===== src/rtl/food_place_ctrl.sv =====
// food_place_ctrl: picks a free cell for the apple.
// Random candidates come from the LFSR; each is checked against every body segment
// in the synchronous body RAM before it is committed.
// After MAX_TRIES colliding draws it switches to a raster walk so placement always terminates.
module food_place_ctrl #(
    parameter int GRID_W    = 40,
    parameter int GRID_H    = 30,
    parameter int MAX_LEN   = 64,
    parameter int MAX_TRIES = 16
) (
    input  logic                         clk,
    input  logic                         reset,
    input  logic                         start,
    input  logic                         eat,
    input  logic [15:0]                  rnd,
    input  logic [$clog2(MAX_LEN+1)-1:0] snake_len,
    output logic [$clog2(MAX_LEN)-1:0]   body_addr,
    input  logic [9:0]                   body_x,
    input  logic [9:0]                   body_y,
    output logic [9:0]                   food_x,
    output logic [9:0]                   food_y,
    output logic                         food_valid,
    output logic                         placed,
    output logic                         busy,
    output logic                         board_full,
    output logic [15:0]                  score
);

    localparam int LW    = $clog2(MAX_LEN + 1);
    localparam int AW    = $clog2(MAX_LEN);
    localparam int CELLS = GRID_W * GRID_H;
    localparam int TW    = $clog2(MAX_TRIES + 1);
    localparam int FW    = $clog2(CELLS + 1);

    typedef enum logic [1:0] {IDLE, DRAW, SCAN, COMMIT} state_t;

    state_t          state_q, state_d;
    logic [5:0]      cand_x_q, cand_x_d;
    logic [4:0]      cand_y_q, cand_y_d;
    logic [AW-1:0]   addr_q, addr_d;
    logic [LW-1:0]   cnt_q, cnt_d;      // SCAN cycle index; compare index is cnt_q-1
    logic [TW-1:0]   try_q, try_d;
    logic [FW-1:0]   fb_q, fb_d;        // colliding fallback candidates so far
    logic [5:0]      food_x_q, food_x_d;
    logic [4:0]      food_y_q, food_y_d;
    logic            food_valid_q, food_valid_d;
    logic            placed_q, placed_d;
    logic            full_q, full_d;
    logic [15:0]     score_q, score_d;

    logic [5:0]      rnd_x, adv_x;
    logic [4:0]      rnd_y, adv_y;
    logic            rnd_ok, fallback, too_long, len_zero;
    logic            hit, cmp_vld, last_cmp, more_addr;
    logic            unused_rnd;

    assign rnd_x      = rnd[5:0];
    assign rnd_y      = rnd[12:8];
    assign unused_rnd = ^{rnd[15:13], rnd[7:6]};
    assign rnd_ok     = (int'(rnd_x) < GRID_W) && (int'(rnd_y) < GRID_H);
    assign fallback   = (int'(try_q) >= MAX_TRIES);
    assign too_long   = (int'(snake_len) >= CELLS);
    assign len_zero   = (snake_len == '0);
    assign hit        = (body_x == {4'b0, cand_x_q}) && (body_y == {5'b0, cand_y_q});
    assign cmp_vld    = (cnt_q != '0);
    assign last_cmp   = (int'(cnt_q) == int'(snake_len));
    assign more_addr  = (int'(cnt_q) + 1 < int'(snake_len));

    // Raster-order successor of the last candidate, wrapping at the board edges.
    always_comb begin
        adv_x = cand_x_q + 6'd1;
        adv_y = cand_y_q;
        if (int'(cand_x_q) == GRID_W - 1) begin
            adv_x = '0;
            adv_y = (int'(cand_y_q) == GRID_H - 1) ? '0 : cand_y_q + 5'd1;
        end
    end

    // Next-state and datapath updates; start overrides everything else.
    always_comb begin
        state_d      = state_q;
        cand_x_d     = cand_x_q;
        cand_y_d     = cand_y_q;
        addr_d       = addr_q;
        cnt_d        = cnt_q;
        try_d        = try_q;
        fb_d         = fb_q;
        food_x_d     = food_x_q;
        food_y_d     = food_y_q;
        food_valid_d = food_valid_q;
        placed_d     = 1'b0;
        full_d       = full_q;
        score_d      = score_q;
        if (start) begin
            state_d      = DRAW;
            score_d      = '0;
            full_d       = 1'b0;
            food_valid_d = 1'b0;
            try_d        = '0;
            fb_d         = '0;
        end else begin
            case (state_q)
                IDLE: begin
                    if (eat && food_valid_q) begin
                        state_d      = DRAW;
                        food_valid_d = 1'b0;
                        try_d        = '0;
                        fb_d         = '0;
                        if (score_q != 16'hFFFF) score_d = score_q + 16'd1;
                    end
                end
                DRAW: begin
                    if (too_long) begin
                        full_d  = 1'b1;
                        try_d   = '0;
                        fb_d    = '0;
                        state_d = IDLE;
                    end else if (fallback || rnd_ok) begin
                        cand_x_d = fallback ? adv_x : rnd_x;
                        cand_y_d = fallback ? adv_y : rnd_y;
                        addr_d   = '0;
                        cnt_d    = '0;
                        state_d  = len_zero ? COMMIT : SCAN;
                    end
                end
                SCAN: begin
                    cnt_d = cnt_q + LW'(1);
                    if (more_addr) addr_d = addr_q + AW'(1);
                    if (cmp_vld && hit) begin
                        state_d = DRAW;
                        if (!fallback) begin
                            try_d = try_q + TW'(1);
                        end else if (int'(fb_q) == CELLS - 1) begin
                            full_d  = 1'b1;
                            try_d   = '0;
                            fb_d    = '0;
                            state_d = IDLE;
                        end else begin
                            fb_d = fb_q + FW'(1);
                        end
                    end else if (cmp_vld && last_cmp) begin
                        state_d = COMMIT;
                    end
                end
                COMMIT: begin
                    food_x_d     = cand_x_q;
                    food_y_d     = cand_y_q;
                    food_valid_d = 1'b1;
                    placed_d     = 1'b1;
                    try_d        = '0;
                    fb_d         = '0;
                    state_d      = IDLE;
                end
                default: state_d = IDLE;
            endcase
        end
    end

    // State and datapath registers, cleared asynchronously.
    always_ff @(posedge clk or posedge reset) begin
        if (reset) begin
            state_q      <= IDLE;
            cand_x_q     <= '0;
            cand_y_q     <= '0;
            addr_q       <= '0;
            cnt_q        <= '0;
            try_q        <= '0;
            fb_q         <= '0;
            food_x_q     <= '0;
            food_y_q     <= '0;
            food_valid_q <= 1'b0;
            placed_q     <= 1'b0;
            full_q       <= 1'b0;
            score_q      <= '0;
        end else begin
            state_q      <= state_d;
            cand_x_q     <= cand_x_d;
            cand_y_q     <= cand_y_d;
            addr_q       <= addr_d;
            cnt_q        <= cnt_d;
            try_q        <= try_d;
            fb_q         <= fb_d;
            food_x_q     <= food_x_d;
            food_y_q     <= food_y_d;
            food_valid_q <= food_valid_d;
            placed_q     <= placed_d;
            full_q       <= full_d;
            score_q      <= score_d;
        end
    end

    assign body_addr  = addr_q;
    assign food_x     = {4'b0, food_x_q};
    assign food_y     = {5'b0, food_y_q};
    assign food_valid = food_valid_q;
    assign placed     = placed_q;
    assign busy       = (state_q != IDLE);
    assign board_full = full_q;
    assign score      = score_q;

endmodule

===== config.mk =====
export PLATFORM = sky130hd
export DESIGN_NAME = food_place_ctrl
export DESIGN_NICKNAME = d
export VERILOG_FILES = /design/src/rtl/food_place_ctrl.sv
export SDC_FILE = /design/constraint.sdc
export NUM_CORES = 1
export LEC_CHECK = 0
export CAP_MARGIN = 20
export CORE_MARGIN = 2
export CORE_UTILIZATION = 57
export CTS_BUF_LIST = sky130_fd_sc_hd__clkbuf_4 sky130_fd_sc_hd__clkbuf_8
export CTS_CLUSTER_SIZE = 10
export DETAILED_ROUTE_END_ITERATION = 7
export PLACE_DENSITY = 0.95
export SYNTH_ARGS = -nofsm -noshare
export SYNTH_HDL_FRONTEND = slang
export SYNTH_SLANG_ARGS = --single-unit

===== constraint.sdc =====
create_clock -name clk -period 5.6 [get_ports clk]
set_clock_uncertainty 0.1 [all_clocks]
set_input_delay 0.84 -clock clk [delete_from_list [all_inputs] [get_ports clk]]
set_output_delay 0.84 -clock clk [all_outputs]
set_load 0.1 [all_outputs]

# --- Word level (Yosys, flattened, before mapping) ---
# Index checks and enable logic that the tools add are counted.
op_classes:
  n_reduce_logical: 30
  add_sub_neg: 8
  n_eq_ne: 20
  n_bitwise: 1
  mux: 45
  order_cmp: 4
op_table:
  columns: ["operator", "count"]
  rows:
  - ["$mux W16", 4]
  - ["$mux W11", 5]
  - ["$mux W5", 8]
  - ["$pmux W11 S3", 1]
  - ["$mux W6", 4]
  - ["$reduce_and A4 Y1", 5]
  - ["$reduce_bool A2 Y1", 9]
  - ["$add A16 B1 Y16 const B", 1]
  - ["$ne A16 B16 Y1 const B", 1]
  - ["$pmux W5 S3", 1]
  - ["$pmux W7 S2", 1]
  - ["$add A6 B1 Y6 const B", 2]
  - ["$mux W1", 12]
  - ["$ne A3 B3 Y1 const B", 4]
  - ["$pmux W6 S2", 1]
  - ["$reduce_and A3 Y1", 4]
  - ["$add A11 B1 Y11 const B", 1]
  - ["$eq A11 B11 Y1 const B", 1]
  - ["$add A5 B1 Y5 const B", 2]
  - ["$eq A10 B5 Y1", 1]
  - ["$eq A10 B6 Y1", 1]
  - ["$mux W2", 5]
  - ["$add A7 B1 Y8 const B", 1]
  - ["$lt A8 B7 Y1", 1]
  - ["other kinds (23)", 32]
word_totals:
  register_bits: 72
  input_bits: 47

# --- Longest topological paths before layout ---
# Gate-level depths: netlist (run 1).
logic_depth:
  depth_word: 6
  mapped_depth: 10

# --- Least setup slack after synthesis (run 1) ---
# No wires, ideal clock.
synth_timing:
  kind: "input-to-reg"
  startpoint: "in body_x[7]"
  endpoint: "reg fb_q[0]"
  cell_stages: 7
  setup_slack_ns: 3.018
  required_ns: 5.375
  arrival_time_ns: 2.357
  cell_sequence: "nor4_2 > o211ai_2 > nor4_4 > and2_1 > buf_6 > o21ai_4 > mux2_2"
synth_via:
  elab_chain_cells: 5
synth_lines:
  columns: ["element", "line", "text"]
  rows:
  - ["start: declaration", "18", "input logic [9:0] body_x,"]
  - ["$eq A10 B6 Y1", "64", "assign hit = (body_x == {4'b0, cand_x_q}) && (body_y == {5'b0, cand_y_q});"]
  - ["$logic_and A1 B1 Y1", "64", null]
  - ["$logic_and A1 B1 Y1", "129", "if (cmp_vld && hit) begin"]
  - ["$ne A3 B3 Y1 (no source line)", null, null]
  - ["$reduce_and A4 Y1 (no source line)", null, null]
  - ["end signal: assignment", "168", "fb_q <= '0;"]
  - ["end signal: assignment", "182", "fb_q <= fb_d;"]
  - ["end: declaration", "43", "logic [FW-1:0] fb_q, fb_d;"]
# Every way passes these cells.
# A chain may end at the register's enable or synchronous reset.

# --- Worst setup path in the final report (run 1) ---
layout_timing:
  startpoint: "reg state_q[1]"
  endpoint: "out busy"
layout_via:
  elab_chain_cells: 1
layout_lines:
  columns: ["element", "line", "text"]
  rows:
  - ["start: declaration", "37", "state_t state_q, state_d;"]
  - ["start signal: assignment", "176", "state_q <= state_d;"]
  - ["$reduce_bool A2 Y1", "197", "assign busy = (state_q != IDLE);"]
  - ["end: declaration", "24", "output logic busy,"]
# Every way passes these cells.

==> results.md, run 1 <==
* DRT Pass-1 Iters at 5
* Post-synth EDFFs at 0
* DRT iter0 DRCs at 232
* DR WL/cell at between 15 and 20 um
* Clk sinks at roughly 70
* Seq cells post-synth at 72
* Met1 GRT Util at 0.325
* Largest cells by area after synthesis: dfrtp_1, ha_1, xnor2_1
* Hpwl dp at around 7.7 mm
* Layout cell share with drive strength beyond 1 at 0.0731
* Layout area overhead at 22.6%
* Global-route wire length before repair at 17.8 mm
* Resize count post-CTS at 0
* Post-route ant nets at 0
* Slew @ Worst Pin at 1.02 ns
* Post-synthesis sequential area ratio at 0.404
* RSZ-0062 raised after global routing: no
* Met2 usage at 0.432
* PortBufs at 78
* Overall routed net length at between 10 and 15 mm
* Die width at between 90 and 100 um
* WP data required at about 4.7 ns
* Crit path launch: state_q[1]
* TritonCTS clock tree: yes
* Layer with the highest usage: met2
* GRT Total Usage at 0.257
* Rel. slew slack at 0.319
* WP data arrival at between 2 and 2.5 ns
* Routed via count at about 4k
* Pleak at between 2 and 2.5 nW
* Yosys cell types at 65
* Setup TNS at 0 ns
* Synth warn at 0
* Starting Density at 0.583
* Worst Hold Class: reg2reg
* Hold_sp: food_y_q[1]
* Root Buffer: clkbuf_8
* # IOs at 93
* Top cell type's share of synthesized area at 0.404
* Max Clk Rate at between 300 and 400 MHz
* Max Buffers Root-to-Sink at 2
* Peak VDD IR at between 0.3 and 0.4 mV
* Async SR Flop Fraction at 1.00
* N_diodes at 0
* Met3 GRT Util at 0.0472
* Hold_ws at 0.390 ns
* Final instance area at around 0.0055 mm2
* CTS Buf Count at 9
* Row count at 32
* DRC at 0
* Post-CTS Hold Buffers at 0
* PD cells at ~370 mW/mm2
* Startpoint Class: flop
* Critical Path Fanout Max at 5
* Fin crit share at 0.590
* Worst-Skew Late Latency at ~0.35 ns
* Post-CTS Setup Bufs at 0
* Worst-path clk slew at ~0.080 ns
* Die Area at ~0.0086 mm2
* CTS H-tree lvls at 3
* GRT overflow at 0
* Status: finished clean
* Mapped Cells at between 400 and 500
* Reg2Reg Launch Point: cnt_q[0]
* Max-cap violations at 0
* Final hold violations at 0
* Via density per instance at 5.91
* Top cells by count, synth: dfrtp_1, nor2_1, nand2_1
* Die Y at 92.5 um
* Area leader, netlist: dfrtp_1
* Final #Nets at 624
* Most common cell in the netlist: dfrtp_1
* Minimum clock period at 3.30 ns
* Worst setup EP type: primary output
* Core outline area at approximately 0.0076 mm2
* Setup CP Type: reg2out
* Number of global-route vias before repair at between 3k and 4k
* Slew Limit Fails at 0
* Syn Area/Cell at ~9 um2
* Dominant synthesized flop cell: dfrtp_1
* Global placement routability congestion at about 0.87
* Largest net degree at the start of global routing at 73
* Total power at around 0.0020 W
* Initial antenna violation count at 0
* Cell Area, Placed at between 0.005 and 0.006 mm2
* Setup violators final at 0
* Synthesized cell area at 0.00446 mm2
[metal layers]
metal	wire length [um]	up-vias
met5	0	-
met4	197	0
met3	637	18
met2	5300	141
met1	4420	1902
li1	-	1860
[layout make-up]
type,count,area [um2]
Clock inverter,7,47.5
Multi-Input combinational cell,368,2460
Clock buffer,9,124
Timing Repair Buffer,81,821
Inverter,24,90.1
Tap cell,102,128
Fill cell,550,2180
Sequential cell,72,1800
[path summary, 6_finish.rpt]
kind,end,slack (ns),depth (start not counted)
worst max-delay path,busy,2.30,4
worst min-delay path,food_y_q[1],0.39,2
worst max register to register,body_addr[4],2.80,9
worst min register to register,food_y_q[1],0.39,2
max in group asynchronous,fb_q[5],3.81,3
min in group asynchronous,score[1],1.00,3
[where the power goes]
part / internal (W) / total, W / switching [W]
Sequential: 0.000611 / 0.000723 / 0.000112
Combinational: 0.000281 / 0.000930 / 0.000649
Clock: 0.000160 / 0.000367 / 0.000206
Total: 0.00105 / 0.00202 / 0.000967
[sequential cells by signal, indices dropped and copies added (netlist names)]
name and flops:
try_q 5, placed 1, food_y_q 5, fb_q 11
food_valid 1, board_full 1, score 16, state_q 2
cand_y_q 5, cand_x_q 6, food_x_q 6, cnt_q 7
body_addr 6
[worst max-delay path: stages, from the launching register on]
cell and delay, ns:
dfrtp_1 0.44, inv_1 0.09, ha_1 0.24, inv_1 0.10, clkdlybuf4s50_1 1.14
[layout by cell type, fill, tap and decap left out, drive strengths merged, types with 3 or more instances in the layout]
master         instances
clkdlybuf4s50         78
dfrtp                 72
nor2                  49
nand2                 33
o21ai                 32
a21oi                 27
inv                   25
xnor2                 22
ha                    21
nand3                 20
xor2                  15
and3                  11
nand4                 11
mux2                  11
nor3                  10
clkbuf                10
conb                   9
a22o                   7
and4                   7
a31oi                  7
nor4                   7
or3                    6
nand2b                 5
mux2i                  5
nor3b                  4
clkinv                 4
and2                   3
o2bb2ai                3
a21o                   3
o31ai                  3
o211ai                 3
[cells by family after synthesis]
family,Yosys count,share of synthesized area
fa+ha+maj,21,0.0589
xor+xnor,37,0.0726
flops,72,0.404
mux,16,0.0390
compound gates,108,0.164
buf+inv,49,0.0516
other cells,1,0.000840
simple gates,177,0.209
[per-stage QoR]
step	util	cells	worst slack, ns
final	0.715	663	2.30
after global routing	0.715	663	2.22
after CTS	0.712	662	2.26
after detailed placement	0.690	646	1.90
after global placement	0.690	646	1.90
after floorplan	-	489	2.84
(Power assumes the default switching activity.)
==> run 2, diff against run 1 <==
- CORE_UTILIZATION: 57 -> 53
- PLACE_DENSITY: 0.95 -> 0.89
- clock period: 5.6 -> 3.5 ns (I/O delays scaled with it)
==> results.md, run 2 (same netlist as run 1, synthesis figures left out) <==
* Status: finished clean (unchanged)
* Max Clk Rate at 360 MHz
* Setup TNS at 0 ns (unchanged)
* Starting Density at 0.546 (was 0.583)
* Hold_sp: food_y_q[1] (unchanged)
* Final Util at 0.675 (was 0.715)
* Max Buffers Root-to-Sink at 2 (unchanged)
* Final #Nets at 628 (was 624)
* Global placement routability congestion at 0.889 (was 0.869)
* Overall routed net length at 10.8 mm (was 10.6 mm)
* Initial antenna violation count at 0 (unchanged)
* Max-cap violations at 0 (unchanged)
* Hold Path Sink: food_y_q[1] (unchanged)
* Number of global-route vias before repair at 3964 (was 3861)
* Most frequent cells in the layout: clkdlybuf4s50_1, dfrtp_1, nor2_1 (unchanged)
* CP bufs+invs at 0 (was 3)
* PortBufs at 78 (unchanged)
* Routed via count at 3960 (was 3921)
* Pleak at 2.40 nW (was 2.38 nW)
* Core outline area at 0.00818 mm2 (was 0.00765 mm2)
* Row count at 33 (was 32)
* Reg2Reg Setup Slack at 0.72 ns (was 2.80 ns)
* CTS Buf Count at 9 (unchanged)
* DR WL/cell at 16.2 um (was 15.9 um)
* DRC at 0 (unchanged)
* Worst Hold Class: reg2reg (unchanged)
* Via density per instance at 5.92 (was 5.91)
* Critical path's slowest cell: or4_1 (was clkdlybuf4s50_1)
* FF-to-FF End: body_addr[4] (unchanged)
* WP depth at 9 (was 4)
* GRT Total Usage at 0.252 (was 0.257)
* # IOs at 93 (unchanged)
* Final hold violations at 0 (unchanged)
* Die Y at 95.8 um (was 92.5 um)
* Layout area overhead at 23.7% (was 22.6%)
* DRT Pass-1 Iters at 5 (unchanged)
* WP data arrival at 2.96 ns (was 2.36 ns)
* Die Area at 0.00917 mm2 (was 0.00855 mm2)
* GRT overflow at 0 (unchanged)
* WP data required at 3.68 ns (was 4.66 ns)
* Global-route wire length before repair at 18.1 mm (was 17.8 mm)
* Layout cell share with drive strength beyond 1 at 0.0798 (was 0.0731)
* Rel. slew slack at 0.319 (about the same)
* Post-CTS Hold Buffers at 0 (unchanged)
* Slew Limit Fails at 0 (unchanged)
* Clk sinks at 72 (unchanged)
* RSZ-0062 raised after global routing: no (unchanged)
* Critical Path Fanout Max at 10 (was 5)
* DRT iter0 DRCs at 225 (was 232)
* Worst-path clk slew at 0.08 ns (about the same)
* Resize count post-CTS at 0 (unchanged)
* Slew @ Worst Pin at 1.02 ns (about the same)
* R2r worst-path depth at 9 (unchanged)
* Hpwl dp at 7.97 mm (was 7.67 mm)
* Hold depth at 2 (unchanged)
* Minimum clock period at between 2 and 3 ns
* Reg2Reg Launch Point: cnt_q[0] (unchanged)
* Die width at 95.8 um (was 92.5 um)
* Setup violators final at 0 (unchanged)
* N_diodes at 0 (unchanged)
* Slowest cell delay on critical path at 0.52 ns (was 1.14 ns)
* Most common cell after layout, fill and taps aside: clkdlybuf4s50_1 (unchanged)
* Post-route ant nets at 0 (unchanged)
* Delay-heaviest family, CP: simple AND/OR/NAND/NOR gates (was buffers and inverters)
* Worst setup EP type: flop (was primary output)
* Root Buffer: clkbuf_8 (unchanged)
* CTS H-tree lvls at 3 (unchanged)
* Max reg flops at 16 (unchanged)
* Crit path launch: cnt_q[0] (was state_q[1])
* Setup CP Type: reg2reg (was reg2out)
* TritonCTS clock tree: yes (unchanged)
* PD cells at 601 mW/mm2 (was 369 mW/mm2)
* Startpoint Class: flop (unchanged)
* Critical Path, Cell by Cell: ha_1 > nand3_1 > xnor2_1 > ha_1 > a21oi_1 > a21boi_1 > o21a_1 > or4_1 > a21oi_1 (was inv_1 > ha_1 > inv_1 > clkdlybuf4s50_1)
* Post-CTS Setup Bufs at 0 (unchanged)
* Largest net degree at the start of global routing at 41 (was 73)
* Worst-Skew Late Latency at 0.36 ns (was 0.35 ns)
* Fin crit share at 0.794
* Peak VDD IR at 0.607 mV (was 0.361 mV)
[run 2: metal layers]
metal / part of all wire / vias to the layer above / global-route usage
li1: - / 1862 / -
met1: 0.40 / 1897 / 0.297
met2: 0.51 / 171 / 0.445
met3: 0.065 / 30 / 0.0431
met4: 0.028 / 0 / 0.118
met5: 0 / - / 0
[run 2: layout make-up]
type / instances / area, um2
fill: 620 / 2660
timing repair buffer: 85 / 843
clock buffer: 9 / 124
sequential: 72 / 1800
clock inverter: 6 / 68.8
multi-input combinational: 368 / 2460
tap: 105 / 131
inverter: 24 / 90.1
[run 2: through the flow]
step           worst slack (ns)  hold slack, ns  instances  total power, W  area, um2
2_1_floorplan              1.05           0.383        489         0.00226       4490
5_1_grt                   0.534           0.427        669         0.00347       5520
3_3_place_gp              0.578           0.369        654         0.00261       5330
4_1_cts                   0.736           0.408        669         0.00332       5520
6_report                  0.721           0.402        669         0.00332       5520
3_5_place_dp              0.547           0.389        654         0.00267       5330
[run 2: worst reg2reg max path: stages, from the launching register on]
cell      delay [ns]
dfrtp_1         0.46
ha_1            0.28
nand3_1         0.14
xnor2_1         0.26
ha_1            0.30
a21oi_1         0.14
a21boi_1        0.09
o21a_1          0.27
or4_1           0.52
a21oi_1         0.15
[run 2: how the worst max path moves through the flow]
stage	to	slack, ns
after floorplan	board_full	1.05
after global routing	body_addr[4]	0.53
after detailed placement	body_addr[4]	0.55
after global placement	fb_q[0]	0.58
final	body_addr[4]	0.72
after CTS	body_addr[4]	0.74
[run 2: report_power, final]
part	total, W	switching (W)	internal [W]
Sequential	0.00116	0.000178	0.000977
Clock	0.000658	0.000329	0.000329
Combinational	0.00151	0.00105	0.000456
